--- config.mk ---
export PLATFORM = sky130hd
export DESIGN_NAME = rcadder_pipe_flat
export DESIGN_NICKNAME = d
export VERILOG_FILES = /design/src/rtl/rcadder_pipe_if.sv /design/src/rtl/rcadder_pipe.sv /design/src/flat_wrapper.sv
export SDC_FILE = /design/constraint.sdc
export NUM_CORES = 1
export LEC_CHECK = 0
export ABC_CLOCK_PERIOD_IN_PS = 4430
export CORE_UTILIZATION = 59
export CTS_BUF_LIST = sky130_fd_sc_hd__clkbuf_2 sky130_fd_sc_hd__clkbuf_4 sky130_fd_sc_hd__clkbuf_8
export CTS_CLUSTER_DIAMETER = 50
export DETAILED_ROUTE_END_ITERATION = 16
export PLACE_DENSITY = 0.85
export REMOVE_ABC_BUFFERS = 1
export SLEW_MARGIN = 20
export SYNTH_ARGS = -nofsm -noshare
export SYNTH_HDL_FRONTEND = slang
export SYNTH_SLANG_ARGS = --single-unit
--- constraint.sdc ---
create_clock -name clk -period 4.43 [get_ports clk]
set_input_delay 0.6645 -clock clk [delete_from_list [all_inputs] [get_ports clk]]
set_output_delay 0.6645 -clock clk [all_outputs]
set_load 0.02 [all_outputs]
--- src/rtl/rcadder_pipe_if.sv ---
// rcadder_pipe_if: operand/result bundle for the pipelined ripple-carry adder.
// The master side presents operations and hold, and the slave side returns results.
interface rcadder_pipe_if #(
    parameter int WIDTH = 16
);
    logic             in_valid;
    logic [WIDTH-1:0] a;
    logic [WIDTH-1:0] b;
    logic             carry_in;
    logic             sub;
    logic             hold;
    logic             out_valid;
    logic [WIDTH-1:0] sum;
    logic             carry_out;
    logic             overflow;

    modport master (
        output in_valid,
        output a,
        output b,
        output carry_in,
        output sub,
        output hold,
        input  out_valid,
        input  sum,
        input  carry_out,
        input  overflow
    );

    modport slave (
        input  in_valid,
        input  a,
        input  b,
        input  carry_in,
        input  sub,
        input  hold,
        output out_valid,
        output sum,
        output carry_out,
        output overflow
    );
endinterface

--- src/rtl/rcadder_pipe.sv ---
// rcadder_pipe: WIDTH-bit adder/subtractor built as STAGES ripple-carry chunks,
// one chunk per clock, with the chunk carry registered between stages.
// The final chunk is computed straight into the output registers, so the
// latency is STAGES cycles. A global hold freezes every register.
module rcadder_pipe #(
    parameter int WIDTH  = 16,
    parameter int STAGES = 4
) (
    input  logic          clk,
    input  logic          rst,
    rcadder_pipe_if.slave bus
);
    localparam int C     = (STAGES > 0) ? WIDTH / STAGES : 1;
    // Inter-stage registers sit between chunks. With a single stage there are
    // none, and a one-entry array keeps the declarations legal.
    localparam int NPIPE = (STAGES > 1) ? STAGES - 1 : 1;

    if (WIDTH < 1 || STAGES < 1 || STAGES > WIDTH || (WIDTH % STAGES) != 0) begin : g_param_check
        $error("rcadder_pipe: need 1 <= STAGES <= WIDTH and WIDTH divisible by STAGES");
    end

    // One pipeline slot. Bits below the processed chunks hold finished sum
    // bits. Bits above them are still-unprocessed operand bits of a and the
    // effective b.
    typedef struct packed {
        logic             vld;
        logic             cy;
        logic             msb_ci;
        logic [WIDTH-1:0] s;
        logic [WIDTH-1:0] a;
        logic [WIDTH-1:0] b;
    } stage_t;

    // C-bit ripple chain. The result is {carry out, carry into chunk MSB, sum}.
    function automatic logic [C+1:0] add_chunk(
        input logic [C-1:0] ac,
        input logic [C-1:0] bc,
        input logic         ci
    );
        logic [C:0]   cy;
        logic [C-1:0] s;
        cy = '0;
        s  = '0;
        cy[0] = ci;
        for (int i = 0; i < C; i++) begin
            s[i]    = ac[i] ^ bc[i] ^ cy[i];
            cy[i+1] = (ac[i] & bc[i]) | (cy[i] & (ac[i] ^ bc[i]));
        end
        return {cy[C], cy[C-1], s};
    endfunction

    stage_t [NPIPE-1:0] pipe_q;
    stage_t [NPIPE-1:0] pipe_d;
    stage_t             fin_s;

    logic               out_vld_q;
    logic               out_vld_d;
    logic [WIDTH-1:0]   sum_q;
    logic [WIDTH-1:0]   sum_d;
    logic               cout_q;
    logic               cout_d;
    logic               ovf_q;
    logic               ovf_d;

    // Chunk chain: stage k adds chunk k of its slot. The result goes to the
    // next slot, or to the output stage for the last chunk.
    always_comb begin
        stage_t       src_v;
        stage_t       res_v;
        logic [C+1:0] chunk_v;
        src_v   = '0;
        res_v   = '0;
        chunk_v = '0;
        pipe_d  = pipe_q;
        fin_s   = '0;
        for (int k = 0; k < STAGES; k++) begin
            if (k == 0) begin
                src_v.vld    = bus.in_valid;
                src_v.cy     = bus.carry_in;
                src_v.msb_ci = 1'b0;
                src_v.s      = '0;
                src_v.a      = bus.a;
                src_v.b      = bus.sub ? ~bus.b : bus.b;
            end else begin
                src_v = pipe_q[(k > 0) ? k - 1 : 0];
            end
            chunk_v            = add_chunk(src_v.a[k*C +: C], src_v.b[k*C +: C], src_v.cy);
            res_v              = src_v;
            res_v.s[k*C +: C]  = chunk_v[C-1:0];
            res_v.msb_ci       = chunk_v[C];
            res_v.cy           = chunk_v[C+1];
            if (k < STAGES - 1) begin
                if (bus.hold) begin
                    pipe_d[(k < STAGES - 1) ? k : 0] = pipe_q[(k < STAGES - 1) ? k : 0];
                end else begin
                    pipe_d[(k < STAGES - 1) ? k : 0] = res_v;
                end
            end else begin
                fin_s = res_v;
            end
        end
    end

    // Output stage next state: load only on a valid final chunk, freeze on hold.
    always_comb begin
        out_vld_d = out_vld_q;
        sum_d     = sum_q;
        cout_d    = cout_q;
        ovf_d     = ovf_q;
        if (bus.hold) begin
            out_vld_d = out_vld_q;
        end else begin
            out_vld_d = fin_s.vld;
            if (fin_s.vld) begin
                sum_d  = fin_s.s;
                cout_d = fin_s.cy;
                // Signed overflow: carry into the MSB differs from carry out.
                ovf_d  = fin_s.msb_ci ^ fin_s.cy;
            end else begin
                sum_d  = sum_q;
                cout_d = cout_q;
                ovf_d  = ovf_q;
            end
        end
    end

    // State registers: reset clears every slot and the outputs, discarding in-flight work.
    always_ff @(posedge clk) begin
        if (rst) begin
            pipe_q    <= '0;
            out_vld_q <= 1'b0;
            sum_q     <= '0;
            cout_q    <= 1'b0;
            ovf_q     <= 1'b0;
        end else begin
            pipe_q    <= pipe_d;
            out_vld_q <= out_vld_d;
            sum_q     <= sum_d;
            cout_q    <= cout_d;
            ovf_q     <= ovf_d;
        end
    end

    // A frozen result stays in out_vld_q and reappears once hold drops.
    assign bus.out_valid = out_vld_q & ~bus.hold;
    assign bus.sum       = sum_q;
    assign bus.carry_out = cout_q;
    assign bus.overflow  = ovf_q;
endmodule

--- src/flat_wrapper.sv ---
// flat-port wrapper written by rule: the top's interface ports become plain ports
module rcadder_pipe_flat 
#(
    parameter int WIDTH  = 16,
    parameter int STAGES = 4
)
  (clk, rst, bus_in_valid, bus_a, bus_b, bus_carry_in, bus_sub, bus_hold, bus_out_valid, bus_sum, bus_carry_out, bus_overflow);
  rcadder_pipe_if #(.WIDTH(WIDTH)) bus_i ();
  input  logic clk;
  input  logic rst;
  input wire logic [$bits(bus_i.in_valid)-1:0] bus_in_valid;
  input wire logic [$bits(bus_i.a)-1:0] bus_a;
  input wire logic [$bits(bus_i.b)-1:0] bus_b;
  input wire logic [$bits(bus_i.carry_in)-1:0] bus_carry_in;
  input wire logic [$bits(bus_i.sub)-1:0] bus_sub;
  input wire logic [$bits(bus_i.hold)-1:0] bus_hold;
  output wire logic [$bits(bus_i.out_valid)-1:0] bus_out_valid;
  output wire logic [$bits(bus_i.sum)-1:0] bus_sum;
  output wire logic [$bits(bus_i.carry_out)-1:0] bus_carry_out;
  output wire logic [$bits(bus_i.overflow)-1:0] bus_overflow;
  assign bus_i.in_valid = bus_in_valid;
  assign bus_i.a = bus_a;
  assign bus_i.b = bus_b;
  assign bus_i.carry_in = bus_carry_in;
  assign bus_i.sub = bus_sub;
  assign bus_i.hold = bus_hold;
  assign bus_out_valid = bus_i.out_valid;
  assign bus_sum = bus_i.sum;
  assign bus_carry_out = bus_i.carry_out;
  assign bus_overflow = bus_i.overflow;
  rcadder_pipe #(.WIDTH(WIDTH), .STAGES(STAGES)) u_core (.clk(clk), .rst(rst), .bus(bus_i));
endmodule
==> results.ini <==
[job]
drv_cap = 0

[placement]
place_hpwl_um = 4280
gp_congestion = 0.719
portBuffers = 56
place_ws_ns = 1.16

[floorplan]
fp.dieW_um = 84.7
num_rows = 29
dieHeight_um = 84.7
core_mm2 = 0.00646
io-pin-count = 57
initial_core_util = 0.624
die-area_mm2 = 0.00717

[sta]
setup_viol = 0
worst_slack_ns = 1.51
drv_slew = 0
max_slew.worst_pin.slew_ns = 0.829
rsz0062_at_grt = no
timing.final.crit_share = 0.658
timing_hold_violations_final = 0
max_freq_mhz = 343
skew_ns = 0.00606
slew_headroom = 0.447
period_needed_ns = 2.92
tns_ns = 0

[logic_synthesis]
ys_ff_latch = 97
seq_area_frac_synth = 0.482
ys_warn_count = 0
yosysUniqueCellTypes = 19
synthCells = 402
synth.avg_cell_area_um2 = 10.0
syn_area_mm2 = 0.00403

[route]
drt_wl_total_um = 6580
routedWlPerCell_um = 12.5
drtAntennaViolNets = 0
drt_iter0_drc = 64
via_per_inst = 5.06
vias = 2665
drc = 0
dr.pass1.iters = 7

[cts]
holdBufCountCts = 0
ctsResizeCount = 0
htreeDepth = 3
cts_tree = done
clk_latency_ns = 0.35
clock_path_buffers = 2
post_cts_buffers = 0
cts_buffers = 9
clk_pin_slew_ns = 0.08
clock-root-buffer = clkbuf_8
cts_num_sinks = 97

[cells_and_area]
antenna_cells = 0
final_cell_mix = dfxtp_1, nor2_1, mux2i_1
area_growth_syn_to_layout_pct = 17.0
final_common_cell = dfxtp_1
drive_gt1_frac = 0.0533
final_nets = 499

[worst_setup_path]
cp_max_fo = 15
worstSetupEndpointType = register
required_ns = 4.65
cp-start-kind = primary input
critPathArrivalTime_ns = 3.13
crit_type = primary input to register

[grt]
grt_pass1_vias = 2520
grt_max_degree = 53
globalRouteOverflowTotal = 0
grtUsageTotal = 0.200
antenna_found_initial = 0
grt_pass1_wl_um = 11200

[power_and_ir_drop]
p_leak_nw = 1.97
p_per_area_mw_per_mm2 = 362
ir_drop_mv = 0.186

[worst_hold_path]
hp-class = register to register

[run_status]
outcome = finished, final reports clean

-- worst paths after layout --
path / slack (ns) / endpoint / start / depth (start not counted)
max: 1.51 / u_core.pipe_q[35]$_SDFFE_PP0N_ / bus_sub / 9
min: 0.45 / u_core.bus.overflow$_SDFFE_PP0P_ / u_core.bus.overflow$_SDFFE_PP0P_ / 2
max reg2reg: 2.07 / u_core.pipe_q[90]$_SDFFE_PP0N_ / u_core.pipe_q[4]$_SDFFE_PP0N_ / 10
min reg2reg: 0.45 / u_core.bus.overflow$_SDFFE_PP0P_ / u_core.bus.overflow$_SDFFE_PP0P_ / 2
-- per-layer routing --
metal | part of all wire | vias to the layer above | track usage | wire length, µm
met5 | 0 | - | 0 | 0
met4 | 0.018 | 0 | 0.0894 | 118
met3 | 0.024 | 11 | 0.0305 | 157
met2 | 0.49 | 40 | 0.341 | 3250
met1 | 0.46 | 1257 | 0.252 | 3050
li1 | - | 1357 | - | -
-- sequential cells by signal, indices dropped and copies added, names as in the netlist --
name / flops
u_core.pipe_q: 57
u_core.fin_s: 21
u_core.bus.sum: 16
u_core.bus.carry_out: 1
u_core.bus.overflow: 1
u_core.out_vld_q: 1
-- where the power goes --
| part | leakage [nW] | switching [mW] | total, mW | internal (mW) |
|---|---|---|---|---|
| sequential | 0.790 | 0.0198 | 0.929 | 0.909 |
| clock | 0.109 | 0.283 | 0.604 | 0.321 |
| combinational | 1.07 | 0.0845 | 0.172 | 0.0874 |
| total | 1.97 | 0.387 | 1.70 | 1.32 |
-- worst max-delay path: stages --
cell and delay (ns):
clkdlybuf4s50_1 0.56, buf_4 0.31, xnor2_1 0.15, fa_1 0.43, fa_1 0.36, inv_1 0.07, fa_1 0.40, mux2i_1 0.13
nor2_1 0.05
-- synthesized netlist by cell type --
cell | n | area (µm²)
a211oi_2 | 2 | 25.0
nor2_1 | 89 | 334
dfxtp_1 | 97 | 1940
nand2b_1 | 1 | 6.26
inv_1 | 25 | 93.8
xnor2_1 | 3 | 26.3
nor2b_4 | 1 | 13.8
buf_2 | 6 | 30.0
xor2_1 | 14 | 123
a211oi_1 | 3 | 22.5
buf_6 | 10 | 113
nand2_1 | 31 | 116
clkbuf_2 | 1 | 5.00
buf_4 | 4 | 30.0
mux2i_1 | 68 | 681
fa_1 | 16 | 320
a21oi_1 | 24 | 120
clkbuf_1 | 6 | 22.5
nor2b_1 | 1 | 6.26
-- logic make-up after synthesis --
logic type,count (synthesis),share of synthesized area
AND/OR/NAND/NOR,123,0.118
flip-flops,97,0.482
multiplexers,68,0.169
buffers and inverters,52,0.0730
AO/OA/AOI/OAI,29,0.0416
XOR/XNOR,17,0.0369
adder cells (fa/ha/maj),16,0.0795
-- metrics by stage --
stage	hold WS (ns)	total power, mW	instances	util	cell area, µm²
6_report	0.451	1.70	527	0.730	4720
5_1_grt	0.476	1.79	527	0.730	4720
4_1_cts	0.456	1.72	527	0.730	4720
3_3_place_gp	0.437	1.11	511	0.697	4500
2_1_floorplan	0.425	1.03	375	-	3830
3_5_place_dp	0.445	1.12	511	0.697	4500
-- final cells by class --
cell class / count / area (µm²)
fillers: 472 / 1740
inverters: 25 / 93.8
flip-flops and latches: 97 / 1940
clock inverters: 6 / 82.6
multi-input cells: 253 / 1790
repair buffers: 59 / 576
well taps: 77 / 96.3
clock buffers: 10 / 131
Note: power is estimated with default switching activity, not from simulation.
